$ cat config.mk
export PLATFORM = sky130hd
export DESIGN_NAME = sram_fifo_arbiter
export DESIGN_NICKNAME = d
export VERILOG_FILES = /design/src/rtl/sram_fifo_arbiter.sv
export SDC_FILE = /design/constraint.sdc
export NUM_CORES = 1
export LEC_CHECK = 0
export CAP_MARGIN = 40
export CORE_MARGIN = 2
export CORE_UTILIZATION = 43
export CTS_BUF_LIST = sky130_fd_sc_hd__clkbuf_16
export DETAILED_ROUTE_END_ITERATION = 6
export PLACE_DENSITY = 0.84
export SYNTH_ARGS = -nofsm -noshare
export SYNTH_HDL_FRONTEND = slang
export SYNTH_SLANG_ARGS = --single-unit
$ cat constraint.sdc
create_clock -name clk -period 1.4 [get_ports clk]
set_clock_uncertainty 0.1 [all_clocks]
set_input_delay 0.28 -clock clk [delete_from_list [all_inputs] [get_ports clk]]
set_output_delay 0.28 -clock clk [all_outputs]
set_load 0.02 [all_outputs]
$ cat src/rtl/sram_fifo_arbiter.sv
// Round-robin scheduler for the four SRAM FIFO access channels.
// Issues one controller strobe at a time, acks on the matching hint, and aborts hung accesses.
module sram_fifo_arbiter #(
    parameter int TIMEOUT = 24,
    parameter int TO_W    = 5
) (
    input  logic       clk,
    input  logic       rst,
    input  logic [3:0] req,
    input  logic       fifo_i_full,
    input  logic       fifo_o_empty,
    input  logic       fifo_o_full,
    input  logic       fifo_i_empty,
    input  logic       slave_hint,
    input  logic       master_hint,
    input  logic       err_clr,
    output logic [3:0] ctrl_op,
    output logic [3:0] ack,
    output logic [1:0] grant_id,
    output logic       busy,
    output logic       timeout_err
);

    typedef enum logic [1:0] {
        ST_IDLE    = 2'd0,
        ST_ISSUE   = 2'd1,
        ST_RECOVER = 2'd2
    } state_t;

    state_t          state_r, state_s;
    logic [TO_W-1:0] wd_r, wd_s;
    logic [1:0]      last_r, last_s;
    logic [1:0]      grant_s;
    logic [3:0]      ctrl_s, ack_s, elig_s;
    logic            busy_s, err_s, match_s;
    logic [2:0]      pick_s;

    // Returns {valid, index} of the first eligible channel after 'last'.
    function automatic logic [2:0] rr_pick(input logic [3:0] elig, input logic [1:0] last);
        logic [2:0] res;
        logic [1:0] idx;
        res = 3'b000;
        for (int i = 1; i <= 4; i++) begin
            idx = last + 2'(i);
            if (!res[2] && elig[idx]) begin
                res = {1'b1, idx};
            end else begin
                res = res;
            end
        end
        return res;
    endfunction

    // Eligibility, round-robin choice and hint matching for the current grant.
    always_comb begin
        elig_s  = req & ~{fifo_i_empty, fifo_o_full, fifo_o_empty, fifo_i_full};
        pick_s  = rr_pick(elig_s, last_r);
        match_s = grant_id[1] ? master_hint : slave_hint;
    end

    // Next-state and next-output logic of the scheduler FSM.
    always_comb begin
        state_s = state_r;
        wd_s    = wd_r;
        last_s  = last_r;
        grant_s = grant_id;
        ctrl_s  = ctrl_op;
        ack_s   = 4'b0000;
        err_s   = timeout_err;
        case (state_r)
            ST_IDLE: begin
                if (pick_s[2]) begin
                    grant_s = pick_s[1:0];
                    ctrl_s  = 4'b0001 << pick_s[1:0];
                    wd_s    = '0;
                    state_s = ST_ISSUE;
                end else begin
                    ctrl_s  = 4'b0000;
                end
            end
            ST_ISSUE: begin
                if (match_s) begin
                    ctrl_s  = 4'b0000;
                    ack_s   = 4'b0001 << grant_id;
                    last_s  = grant_id;
                    state_s = ST_RECOVER;
                end else if (wd_r == TO_W'(TIMEOUT - 1)) begin
                    ctrl_s  = 4'b0000;
                    err_s   = 1'b1;
                    last_s  = grant_id;
                    state_s = ST_RECOVER;
                end else begin
                    wd_s    = wd_r + {{(TO_W-1){1'b0}}, 1'b1};
                end
            end
            ST_RECOVER: begin
                ctrl_s  = 4'b0000;
                state_s = ST_IDLE;
            end
            default: begin
                ctrl_s  = 4'b0000;
                state_s = ST_IDLE;
            end
        endcase
        // A clear request wins over an abort in the same cycle.
        if (err_clr) begin
            err_s = 1'b0;
        end else begin
            err_s = err_s;
        end
        busy_s = (state_s != ST_IDLE);
    end

    // State, watchdog and registered outputs.
    always_ff @(posedge clk or posedge rst) begin
        if (rst) begin
            state_r     <= ST_IDLE;
            wd_r        <= '0;
            last_r      <= 2'd3;
            grant_id    <= 2'd0;
            ctrl_op     <= 4'b0000;
            ack         <= 4'b0000;
            busy        <= 1'b0;
            timeout_err <= 1'b0;
        end else begin
            state_r     <= state_s;
            wd_r        <= wd_s;
            last_r      <= last_s;
            grant_id    <= grant_s;
            ctrl_op     <= ctrl_s;
            ack         <= ack_s;
            busy        <= busy_s;
            timeout_err <= err_s;
        end
    end

endmodule

==> out/results.env <==
OUTCOME='finished with violations'
FAILED_CHECKS='negative setup slack'
MAX_CAP_VIOL_COUNT=0
SYN_AVG_CELL_AREA_UM2=10.3
ASYNC_FLOP_SHARE_PCT=100
PLACE_HPWL_UM=1910
POST_SYNTH_INST_COUNT=97
DIE-HEIGHT_UM=52.2
PERIOD_MINUS_SLACK_NS=1.60
PORTION_OF_THE_POST_SYNTHESIS_AREA_USED_BY_SEQUENTIAL_ELEMENTS_PCT=52.8
FIN_WS_NS=-0.197
CORE_AREA_UM2=2210
PATH_MAX_FANOUT=3
CP_CLASS='flop to flop'
DRT-WIRELENGTH-PER-CELL_UM=19.1
SYNTH_ENABLE_FLOP_CELLS=0
HOLDWS_NS=0.155
TIMING.CRITICAL_PATH.SLOWEST_STAGE_CELL='dfstp_2'
CRITPATHARRIVALTIME_NS=1.64
HTREE_NUM_LEVELS=1
SYNTHESIS.YOSYS.WARNINGS=0
REPORT.FINAL.SLEW_VIOL_COUNT=0
FINAL_DESIGN_AREA_NO_FILL_UM2=1740
FIRST_PASS_ITERS=4
HOLD_VIOLATIONS=0
NUMBER_OF_GLOBAL_ROUTE_VIAS_BEFORE_REPAIR=1096
CP.REQUIRED_NS=1.44
YOSYSUNIQUECELLTYPES=33
VIA_PER_INST=5.86
GRT_SETUP_UNREPAIRED='yes'
CTS_BUFFERS=3
ANTENNA_FOUND_INITIAL=0
BUFFER_PORTS.INSERTED=24
CLK-INSERTION-DELAY-LATE_NS=0.26
PLACE.GP.CONGESTION=0.776
LAYOUT.CELLS.MOST_COMMON='buf_4'
SLOWEST_DELAY_NS=0.54
CRIT_PATH_CELL_TRACE='and3b_1 > o22ai_2 > a221o_1 > a22o_1'
DESIGN.DIE.AREA_UM2=2730
CLK_TRANSITION_REPORTED_PATHS_NS=0.06
MAPPEDNETLISTNETS=111
GRT_USE_TOTAL_PCT=27.5
TIMING.HOLD.WORST.CLASS='input pin to async pin'
TIGHTEST_SLEW_NS=0.386
GRT_PASS1_WL_UM=5280
PLACE.DETAILED.INSTANCES=172
DR_TOTAL_VIAS=1078
POWER.DENSITY_nW_PER_UM2=1910
POST_SYNTHESIS_CELL_AREA_UM2=1000
MAX_SLEW_MARGIN_PCT=74.2
P_LEAK_nW=0.866
MULTIPLEXER_FRACTION_OF_THE_SYNTHESIZED_CELL_AREA_PCT=5.00
SYNTH_TOP_FAMILY_BY_AREA='simple AND/OR/NAND/NOR gates'
INITIAL_CORE_UTIL_PCT=45.2
LAYOUT-DRIVE-GT1-SHARE_PCT=42.9
NNETSFINAL=171
TRITONCTS='built'
FIN_UTIL_PCT=78.5
AREA_DELTA_SYNTH_FINAL_PCT=73.5
GR-TOTAL-OVERFLOW=0
SITE_ROW_COUNT=17
FINAL_CELL_MIX='buf_4, dlygate4sd2_1, dfrtp_1, nor2_1, nand2_1'
SYNTHADDERAREAFRAC_PCT=1.25
DRT_WL_TOTAL_UM=3520
SYNTH_SIMPLE_GATE_AREA_SHARE_PCT=21.9
DRTITER0DRC=22
ROOT_BUFFER='clkbuf_16'
NON_FILLER_CELLS_IN_THE_FINISHED_LAYOUT=184
INSERTEDDIODECOUNT=0
IO_PINS=25
LAYOUT_WORST_PATH_CYCLE_SHARE_PCT=114
PLACED_CELL_AREA_UM2=1460
SETUP-VIOLATIONS-FINAL=12
POST_SYNTH_XOR_AREA_FRACTION_PCT=1.75
CRITICAL_PATH.N_BUFFERS_INVERTERS=0
GRT_MAX_DEGREE=13
END_KIND='flop'
DIEWIDTH_UM=52.2
SYNTH.FF_LATCH_COUNT=21
DRTANTENNAVIOLNETS=0
TIMING.FMAX_MHz=626
TOTAL_POWER_W=0.00332
CLOCK_SINKS=21
VDD_IR_DROP_MAX_uV=1460
CRITICAL-PATH-TOP-DELAY-FAMILY='compound AO/OA/AOI/OAI gates'
DRC=0
TIMING.CRITICAL_PATH.FROM_TYPE='flop'
YS_FLOP_TYPE='dfrtp_1'
SYNTH_COMPOUND_AREA_SHARE_PCT=13.6
CTS_MAX_PATH_BUFFERS=2
[layout make-up]
type | count | area [um^2]
clock buffer | 3 | 75.1
clock inverter | 1 | 5.00
fill | 137 | 475
inverter | 6 | 22.5
multi-input combinational | 68 | 593
sequential | 21 | 529
tap | 28 | 35.0
timing repair buffer | 57 | 477
[synth_stat cells, types with 2 or more instances]
cell,instances,area (um^2)
o21ai_0,4,20.0
nand2_1,8,30.0
xor2_1,2,17.5
nor2b_1,3,18.8
dfrtp_1,19,475
mux2i_1,5,50.1
dfstp_2,2,52.6
nor2_1,10,37.5
and3_1,2,12.5
a21oi_1,2,10.0
nor3_1,4,20.0
a22o_1,2,17.5
a221oi_1,2,17.5
nand2b_1,6,37.5
or2_2,2,12.5
inv_1,6,22.5
nand4_1,2,12.5
[layer usage]
metal  GRT usage, %  wire, um  up-vias
met5              0         0        -
met3           4.29       240       16
met2           47.9      1860       63
met4           15.0       137        0
met1           32.1      1290      536
li1               -         -      463
[sequential cells by signal (all words and copies together), names as in the netlist]
name         flops
timeout_err      1
wd_r             5
grant_id         2
state_r          2
busy             1
ack              4
last_r           2
ctrl_op          4
[cell families (layout without fill, tap and decap cells)]
group / Yosys count / count (layout)
AOI/OAI and AO/OA: 18 / 18
DFF: 21 / 21
adders and majority gates: 1 / 1
buffers and inverters: 8 / 67
muxes: 5 / 5
and+or+nand+nor: 42 / 42
xor gates and xnor gates: 2 / 2
[power by group]
part | internal [W] | switching (W)
combinational | 0.000876 | 0.000910
clock | 0.000384 | 0.000228
sequential | 0.000810 | 0.000111
total | 0.00207 | 0.00125
[worst paths after layout]
kind	start	end	slack [ns]	cells after the start
min in group clk	timeout_err$_DFFE_PP0P_	timeout_err$_DFFE_PP0P_	0.40	2
worst max register to register	last_r[1]$_DFFE_PP1P_	ctrl_op[1]$_DFFE_PP0P_	-0.20	4
max in group asynchronous	rst	ctrl_op[3]$_DFFE_PP0P_	0.63	3
worst max-delay path	last_r[1]$_DFFE_PP1P_	ctrl_op[1]$_DFFE_PP0P_	-0.20	4
worst min-delay path	rst	grant_id[0]$_DFFE_PP0P_	0.16	2
worst min register to register	timeout_err$_DFFE_PP0P_	timeout_err$_DFFE_PP0P_	0.40	2
[worst register-to-register path, delay by kind of cell (launching register included)]
kind            cells  cell delay, ns
compound gates      3            0.66
simple gates        1            0.18
flops               1            0.54
[what timing repair did]
action	in CTS	in global routing
endpoints found under the setup margin	28	16
pin swaps	10	11
gates resized for setup	51	13
hold buffers	0	0
buffers inserted	7	2
[through the flow]
| stage | worst slack, ns | setup TNS, ns |
|---|---|---|
| after global routing | -0.225 | -1.88 |
| after CTS | -0.179 | -0.708 |
| after detailed placement | -0.535 | -6.49 |
| after global placement | -0.438 | -5.31 |
| final | -0.197 | -1.23 |
| after floorplan | -0.179 | -0.476 |
(Power assumes the default switching activity.)
